### src/rtl/score_counter_bcd.sv
// BCD score/high-score engine with text-grid character lookup. Optional SCORE_LEADING_ZERO_BLANK_EN blanks leading zeros.
// Latency: accept at edge N, final score after edge N+DIGITS+1 (one digit per clock, LSB first); char_code is combinational.
// Backpressure: add_ready low from accept through the DONE cycle; add_valid is ignored while busy and must be held.
module score_counter_bcd #(
    parameter int DIGITS     = 3,
    parameter int ADD_DIGITS = 2,
    parameter bit SATURATE   = 1'b1,
    parameter int LABEL_COL  = 7
) (
    input  logic                    clk,
    input  logic                    rst_n,
    input  logic                    module_en,
    input  logic                    clear,
    input  logic                    add_valid,
    output logic                    add_ready,
    input  logic [4*ADD_DIGITS-1:0] add_value,
    input  logic                    commit,
    output logic [4*DIGITS-1:0]     score_bcd,
    output logic [4*DIGITS-1:0]     high_bcd,
    output logic                    overflow,
    input  logic [7:0]              char_xy,
    output logic [6:0]              char_code
);

    typedef enum logic [1:0] {IDLE, ADD, DONE} state_t;

    localparam int IW = (DIGITS > 1) ? $clog2(DIGITS) : 1;

    state_t              state, state_nxt;
    logic [IW-1:0]       idx;
    logic [4*DIGITS-1:0] addend;
    logic [4*DIGITS-1:0] addend_in;
    logic                carry;
    logic                commit_pend;
    logic                kill;
    logic [3:0]          cur_digit;
    logic [3:0]          add_digit;
    logic [4:0]          sum;
    logic [3:0]          digit_new;

    assign kill = clear | ~module_en;

    // Addend is clamped per digit and zero-extended to the score width at accept time.
    always_comb begin
        addend_in = '0;
        for (int i = 0; i < ADD_DIGITS; i++) begin
            addend_in[4*i +: 4] = (add_value[4*i +: 4] > 4'd9) ? 4'd9 : add_value[4*i +: 4];
        end
    end

    always_comb begin
        cur_digit = score_bcd[4*idx +: 4];
        add_digit = addend[4*idx +: 4];
        sum       = {1'b0, cur_digit} + {1'b0, add_digit} + {4'b0000, carry};
        digit_new = (sum > 5'd9) ? 4'(sum - 5'd10) : sum[3:0];
    end

    always_comb begin
        state_nxt = state;
        add_ready = (state == IDLE);
        case (state)
            IDLE:    if (add_valid) state_nxt = ADD;
            ADD:     if (idx == IW'(DIGITS - 1)) state_nxt = DONE;
            DONE:    state_nxt = IDLE;
            default: state_nxt = IDLE;
        endcase
        if (kill) state_nxt = IDLE;
    end

    always_ff @(posedge clk or negedge rst_n) begin
        if (!rst_n) begin
            state     <= IDLE;
            score_bcd <= '0;
            overflow  <= 1'b0;
            idx       <= '0;
            carry     <= 1'b0;
            addend    <= '0;
        end else begin
            state <= state_nxt;
            if (kill) begin
                score_bcd <= '0;
                overflow  <= 1'b0;
                carry     <= 1'b0;
                idx       <= '0;
            end else begin
                case (state)
                    IDLE: if (add_valid) begin
                        addend <= addend_in;
                        carry  <= 1'b0;
                        idx    <= '0;
                    end
                    ADD: begin
                        score_bcd[4*idx +: 4] <= digit_new;
                        carry                 <= (sum > 5'd9);
                        idx                   <= idx + 1'b1;
                    end
                    DONE: if (carry) begin
                        overflow <= 1'b1;
                        if (SATURATE) score_bcd <= {DIGITS{4'h9}};
                    end
                    default: ;
                endcase
            end
        end
    end

    // Commit sees the pre-clear score; a commit arriving while busy waits for the first IDLE cycle.
    always_ff @(posedge clk or negedge rst_n) begin
        if (!rst_n) begin
            high_bcd    <= '0;
            commit_pend <= 1'b0;
        end else if (state == IDLE) begin
            if ((commit || commit_pend) && (score_bcd > high_bcd)) high_bcd <= score_bcd;
            commit_pend <= 1'b0;
        end else if (commit) begin
            commit_pend <= 1'b1;
        end
    end

    function automatic logic [6:0] label_char(input logic best, input logic [3:0] c);
        logic [6:0] ch;
        case (c)
            4'd0:    ch = best ? 7'h42 : 7'h53;
            4'd1:    ch = best ? 7'h65 : 7'h63;
            4'd2:    ch = best ? 7'h73 : 7'h6F;
            4'd3:    ch = best ? 7'h74 : 7'h72;
            4'd4:    ch = best ? 7'h3A : 7'h65;
            4'd5:    ch = best ? 7'h20 : 7'h3A;
            default: ch = 7'h20;
        endcase
        return ch;
    endfunction

    logic [3:0]          col;
    logic [3:0]          row;
    logic [4*DIGITS-1:0] disp;
    logic [3:0]          dig;
    int                  char_pos;

`ifdef SCORE_LEADING_ZERO_BLANK_EN
    logic [DIGITS-1:0] lead_zero;
    logic              zero_run;

    always_comb begin
        lead_zero = '0;
        zero_run  = 1'b1;
        for (int i = DIGITS - 1; i >= 1; i--) begin
            zero_run     = zero_run & (disp[4*i +: 4] == 4'd0);
            lead_zero[i] = zero_run;
        end
    end
`endif

    always_comb begin
        col       = char_xy[7:4];
        row       = char_xy[3:0];
        disp      = (row == 4'd0) ? score_bcd : high_bcd;
        char_code = 7'h00;
        dig       = 4'd0;
        char_pos  = 0;
        if (row < 4'd2) begin
            if (int'(col) >= LABEL_COL && int'(col) < LABEL_COL + DIGITS) begin
                char_pos  = DIGITS - 1 - (int'(col) - LABEL_COL);
                dig       = disp[4*char_pos +: 4];
                char_code = 7'h30 + {3'b000, dig};
`ifdef SCORE_LEADING_ZERO_BLANK_EN
                if (lead_zero[char_pos]) char_code = 7'h20;
`endif
            end else if (col < 4'd7) begin
                char_code = label_char(row[0], col);
            end
        end
    end

endmodule

### config.mk
export PLATFORM = sky130hd
export DESIGN_NAME = score_counter_bcd
export DESIGN_NICKNAME = d
export VERILOG_FILES = /design/src/rtl/score_counter_bcd.sv
export SDC_FILE = /design/constraint.sdc
export NUM_CORES = 1
export LEC_CHECK = 0
export CAP_MARGIN = 15
export CORE_ASPECT_RATIO = 0.6
export CORE_MARGIN = 1.5
export CORE_UTILIZATION = 55
export CTS_CLUSTER_DIAMETER = 150
export DETAILED_ROUTE_END_ITERATION = 12
export PLACE_DENSITY_LB_ADDON = 0.15
export RECOVER_POWER = 100
export SETUP_SLACK_MARGIN = 0.1
export SYNTH_ARGS = -nofsm -noshare
export SYNTH_HDL_FRONTEND = slang
export SYNTH_SLANG_ARGS = --single-unit
### constraint.sdc
create_clock -name clk -period 4.5 [get_ports clk]
set_input_delay 0.9 -clock clk [delete_from_list [all_inputs] [get_ports clk]]
set_output_delay 0.9 -clock clk [all_outputs]
set_load 0.02 [all_outputs]
==> impl_metrics.env, run 1 <==
export IMPL_core_area_um2=6138
export IMPL_initial_core_util_pct=57.11
export IMPL_cts_tree="yes"
export IMPL_reg2reg_depth=12
export IMPL_final_cell_mix="nand2_1, dfrtp_1, dlygate4sd3_1"
export IMPL_period_needed_ps=4208
export IMPL_cts_buffers_inserted=5
export IMPL_cp_required_ps=3600
export IMPL_dieWidth_um=106.1
export IMPL_cts_root_buf="clkbuf_8"
export IMPL_placed_area_um2=4123
export IMPL_grt_max_degree=40
export IMPL_grt_pass1_vias=3097
export IMPL_die_h_um=64.85
export IMPL_antenna_left=0
export IMPL_slew_violations=55
export IMPL_clkSlewWorstSetupHoldPaths_ps=90
export IMPL_synth_compound_area_share_pct=24.38
export IMPL_worstPathArrival_ps=3310
export IMPL_syn_cell_area_um2=3506
export IMPL_synth_seq_area_share_pct=27.84
export IMPL_htree_levels=2
export IMPL_port_buffer_count=54
export IMPL_synthSimpleGateAreaFrac_pct=23.02
export IMPL_io_pins=55
export IMPL_rsz0062_at_grt="no"
export IMPL_tightest_slew_ps=2187
export IMPL_wl_per_cell_um=17.90
export IMPL_p_switching_uw=319.5
export IMPL_clock_sinks=39
export IMPL_hold_viol_final=0
export IMPL_dp_hpwl_um=7084
export IMPL_clkPwrFrac_pct=36.6
export IMPL_status="finished with violations"
export IMPL_p_per_area_nw_per_um2=242.3
export IMPL_dr_pass1_iters=7
export IMPL_rr_endpoint="score_bcd[2]"
export IMPL_ir_drop_uv=153.1
export IMPL_switching_share_pct=31.12
export IMPL_p_leak_uw=0.001830
export IMPL_antenna_found_initial=0
export IMPL_grt_pass1_wl_um=15590
export IMPL_fmax_ghz=0.2376
export IMPL_critPathKind="input pin to output port"
export IMPL_muxShareOfSynthArea_pct=7.709
export IMPL_place_gp_congestion=0.8783
export IMPL_cts_buffer_depth=2
export IMPL_violations="capacitance limit, slew limit"
export IMPL_diodes=0
export IMPL_internal_power_uw=707.3
export IMPL_crit_fanout=8
export IMPL_drc_errors=0
export IMPL_insertion_delay_ps=310
export IMPL_setup_tns_final_ps=0
export IMPL_synth_main_ff_cell="dfrtp_1"
export IMPL_synth_top_family_by_area="compound AO/OA/AOI/OAI gates"
export IMPL_min_path_cells=2
export IMPL_power_frac_comb_pct=26.1
export IMPL_nNetsFinal=512
export IMPL_vias=3501
export IMPL_vias_per_cell=6.377
export IMPL_synth_seq_cells=39
export IMPL_synth_enable_flop_cells=0
export IMPL_grt_ovfl_total=0
export IMPL_rows=22
export IMPL_drive_above_1_share_pct=7.742
export IMPL_clock_skew_ps=19.39
export IMPL_finalCritPeriodShare_pct=93.51
export IMPL_syn_avg_cell_area_um2=8.509
export IMPL_r2r_start="idx[0]"
export IMPL_regToRegSetupSlack_ps=700
export IMPL_hp_class="register to register"
export IMPL_synth_warnings=0
export IMPL_setup_viol=0
export IMPL_grt_usage_pct=29.15
export IMPL_whs_ps=491.7
export IMPL_relSlewSlack_pct=-45.79
export IMPL_final_common_cell="nand2_1"
export IMPL_syn_inst=412
export IMPL_cts_hold_buf=0
export IMPL_maxCapViolCount=2
export IMPL_start_kind="input pin"
export IMPL_die_area_um2=6878
export IMPL_hold_end="addend[2]"
export IMPL_syn2layout_area_growth_pct=20.88
export IMPL_synth_cell_types=63
export IMPL_synth_async_sr_flop_share_pct=100.0
export IMPL_crit_path_end_kind="output port"
export IMPL_p_seq_share_pct=37.4
export IMPL_synth_xor_area_share_pct=0.9993
export IMPL_drtIter0Drc=300
export IMPL_min_delay_start="addend[2]"
export IMPL_wl_um=9825
export IMPL_synthesis_nets=460
export IMPL_synth_fa_ha_area_share_pct=9.707
export IMPL_stdcell_area_um2=4238
[timing repair]
item                       4_1_cts  5_1_grt
buffers inserted                 0        0
gates resized for setup          0        5
setup endpoints to repair        0        4
[metal layers]
metal,vias to the layer above,track usage [%],share of wire (%)
met5,-,3.175,0
met4,0,6.926,1.3
met3,15,8.048,10
met2,195,43.26,41
met1,1648,41.83,47
li1,1643,-,-
[cell families (layout without fill, tap and decap cells)]
kind of cell    count (synthesis)  in the layout
compound gates                118            118
fa+ha+maj                      26             26
mux                            20             20
simple gates                  155            155
xor+xnor                        4              4
flops                          39             39
buf+inv                        50            103
[flip-flops by register name, indices dropped and copies added (netlist names)]
name,count
overflow,1
idx,2
addend,8
high_bcd,12
carry,1
score_bcd,12
state,2
commit_pend,1
[synth_stat cells, types with 12 or more instances]
| library cell | n | area share, % |
|---|---|---|
| ha_1 | 24 | 8.6 |
| nor3_1 | 19 | 2.7 |
| a21oi_1 | 16 | 2.3 |
| a221oi_1 | 14 | 3.5 |
| mux2i_1 | 12 | 3.4 |
| nand2_1 | 59 | 6.3 |
| dfrtp_1 | 39 | 28 |
| inv_1 | 27 | 2.9 |
| o21ai_0 | 18 | 2.6 |
| o211ai_1 | 12 | 2.6 |
| nor2_1 | 23 | 2.5 |
| clkbuf_1 | 13 | 1.4 |
[metrics by stage]
stage,setup slack [ps],std cells,power [µW],util (%)
CTS,120.5,548,1024,69.45
global placement,169.2,540,645.4,67.16
finish,292.0,549,1027,69.04
floorplan,972.8,412,565.0,-
global route,163.4,549,1069,69.04
detailed placement,129.4,540,654.0,67.16
[power by group through the flow]
stage	combinational, µW	sequential (µW)	clock [µW]
floorplan	179	386	0
global placement	256	389	0
detailed placement	264	390	0
CTS	267	383	374
global route	294	386	390
finish	268	384	376
[area by class of cell]
class / count / area [µm²]
tap: 84 / 105.1
multi-input combinational: 323 / 2288
fill: 506 / 1901
clock inverter: 3 / 71.32
timing repair buffer: 68 / 626.9
sequential: 39 / 975.9
inverter: 27 / 101.3
clock buffer: 5 / 68.82
[critical path, stage by stage]
cell,delay [ps]
clkdlybuf4s50_1,510
inv_1,70
buf_4,150
ha_1,280
or4_1,530
o221ai_1,100
o21ai_0,100
dlygate4sd3_1,650
[how the worst max path moves through the flow]
stage                           from           end  slack (ps)  cells after the start
after global placement    char_xy[4]  char_code[0]         170                      9
final                     char_xy[4]  char_code[4]         290                      8
after global routing      char_xy[4]  char_code[0]         160                     10
after detailed placement  char_xy[5]  char_code[0]         130                      9
after floorplan           char_xy[4]  char_code[0]         970                      8
after CTS                 char_xy[5]  char_code[0]         120                      9
Power figures use the tool's default switching activity.
==> run 2, diff against run 1 <==
==> constraint.sdc (replaced) <==
create_clock -name clk -period 5.3 [get_ports clk]
set_input_delay 1.06 -clock clk [delete_from_list [all_inputs] [get_ports clk]]
set_output_delay 1.06 -clock clk [all_outputs]
set_load 0.02 [all_outputs]
==> run 2 against run 1 <==
Effect of this change:
- sequential share of layout area grew 0.39 points
- combinational power decreased by 17%
- clock power fell by 28%
- sequential cell count is the same
- the run still ends with capacitance limit, slew limit left
- worst setup slack got worse by 57 ps
- cell area is 1.7% lower
- critical path type unchanged
- via count decreased by 0.69%
- die area unchanged
- power is 20% lower
- clock-buffer cell count is 1 higher
- core utilization fell by 1.2 points
- final cell count decreased by 1.6%
==> impl_metrics.env, run 2 (same netlist as run 1, synthesis figures left out) <==
export IMPL_grt_max_degree=40
export IMPL_critPathKind="input pin to output port"
export IMPL_dieWidth_um=106.1
export IMPL_rows=22
export IMPL_nNetsFinal=503
export IMPL_cts_tree="yes"
export IMPL_syn2layout_area_growth_pct=18.84
export IMPL_crit_path_end_kind="output port"
export IMPL_timing_final_ws_setup_ps=234.6
export IMPL_violations="capacitance limit, slew limit"
export IMPL_whs_ps=494.4
export IMPL_p_leak_uw=0.001785
export IMPL_tightest_slew_ps=2171
export IMPL_maxCapViolCount=1
export IMPL_power_total_uw=818.6
export IMPL_antenna_left=0
export IMPL_rsz0062_at_grt="no"
export IMPL_start_kind="input pin"
export IMPL_grt_ovfl_total=0
export IMPL_grt_pass1_wl_um=16170
export IMPL_core_area_um2=6138
export IMPL_crit_fanout=7
export IMPL_placedCellCount=531
export IMPL_status="finished with violations"
export IMPL_die_h_um=64.85
export IMPL_diodes=0
export IMPL_relSlewSlack_pct=-44.74
export IMPL_insertion_delay_ps=300
export IMPL_register_area_um2=975.9
export IMPL_slew_violations=40
export IMPL_clock_skew_ps=13.38
export IMPL_stdcell_count=540
export IMPL_antenna_found_initial=0
export IMPL_multiInputGateArea_um2=2292
export IMPL_wl_per_cell_um=18.43
export IMPL_cts_buffers_inserted=5
export IMPL_fillers=515
export IMPL_vias=3477
export IMPL_initial_core_util_pct=57.11
export IMPL_setup_viol=0
export IMPL_dr_pass1_iters=8
export IMPL_wl_um=9952
export IMPL_io_pins=55
export IMPL_dp_slack_ps=232.6
export IMPL_finalCritPeriodShare_pct=95.57
export IMPL_p_per_area_nw_per_um2=196.5
export IMPL_clkSlewWorstSetupHoldPaths_ps=90
export IMPL_cts_root_buf="clkbuf_8"
export IMPL_worstPathArrival_ps=4010
export IMPL_drc_errors=0
export IMPL_final_cell_mix="nand2_1, dfrtp_1, dlygate4sd3_1"
export IMPL_die_area_um2=6878
export IMPL_cp_required_ps=4240
export IMPL_vias_per_cell=6.439
export IMPL_top_regs="high_bcd x12, score_bcd x12, addend x8"
export IMPL_cts_buffer_depth=2
export IMPL_grt_usage_pct=29.98
export IMPL_setup_tns_final_ps=0
export IMPL_period_needed_ps=5065
export IMPL_clock_sinks=39
export IMPL_port_buffer_count=54
export IMPL_drive_above_1_share_pct=5.702
export IMPL_hp_class="register to register"
export IMPL_drtIter0Drc=410
export IMPL_cts_hold_buf=0
export IMPL_ir_drop_uv=125.5
export IMPL_final_common_cell="nand2_1"
export IMPL_hold_viol_final=0
export IMPL_htree_levels=2
export IMPL_place_gp_congestion=0.8800
export IMPL_fmax_ghz=0.1974
export IMPL_dp_hpwl_um=7031
export IMPL_grt_pass1_vias=3166
-- run 2: path summary, 6_finish.rpt --
path	startpoint	end	slack, ps	cells after the start
setup / recovery	char_xy[4]	char_code[0]	230	9
hold / removal	addend[0]	addend[0]	490	2
hold reg to reg	addend[0]	addend[0]	490	2
min in group asynchronous	rst_n	addend[4]	1390	1
setup reg to reg	idx[0]	score_bcd[6]	1470	12
max in group asynchronous	rst_n	high_bcd[5]	2660	1
-- run 2: cell type report --
class,instances,area share (%)
repair buffers,59,13.69
inverters,27,2.432
multi-input cells,323,55.02
flip-flops and latches,39,23.42
clock buffers,6,1.982
clock inverters,2,0.9309
well taps,84,2.523
-- run 2: power breakdown --
group | internal, µW | switching [µW]
Combinational | 94.1 | 128
Clock | 155 | 115
Sequential | 312 | 14.6
-- run 2: metal layers --
metal  vias to the layer above  track usage [%]  part of all wire (%)
met3                        19            5.030                   8.5
met4                         0            6.419                   1.3
li1                       1626                -                     -
met1                      1653            46.14                    49
met5                         -            3.968                     0
met2                       179            43.34                    41
-- run 2: stage by stage --
step,util [%],instance area (µm²)
6_report,67.88,4167
5_1_grt,67.88,4167
4_1_cts,68.04,4177
3_5_place_dp,66.06,4055
3_3_place_gp,66.06,4055
2_1_floorplan,-,3506
-- run 2: worst max-delay path, stage by stage --
cell             delay, ps
clkdlybuf4s50_1        560
inv_1                  140
ha_1                   420
nor2b_1                180
xnor2_1                130
o31ai_1                310
o22ai_2                190
a211oi_1               290
dlygate4sd3_1          710
-- run 2: timing repair --
action                                  4_1_cts  5_1_grt
resized for setup                             0        1
endpoints found under the setup margin        0        1
setup buffers                                 0        0
hold endpoints to repair                      0        0
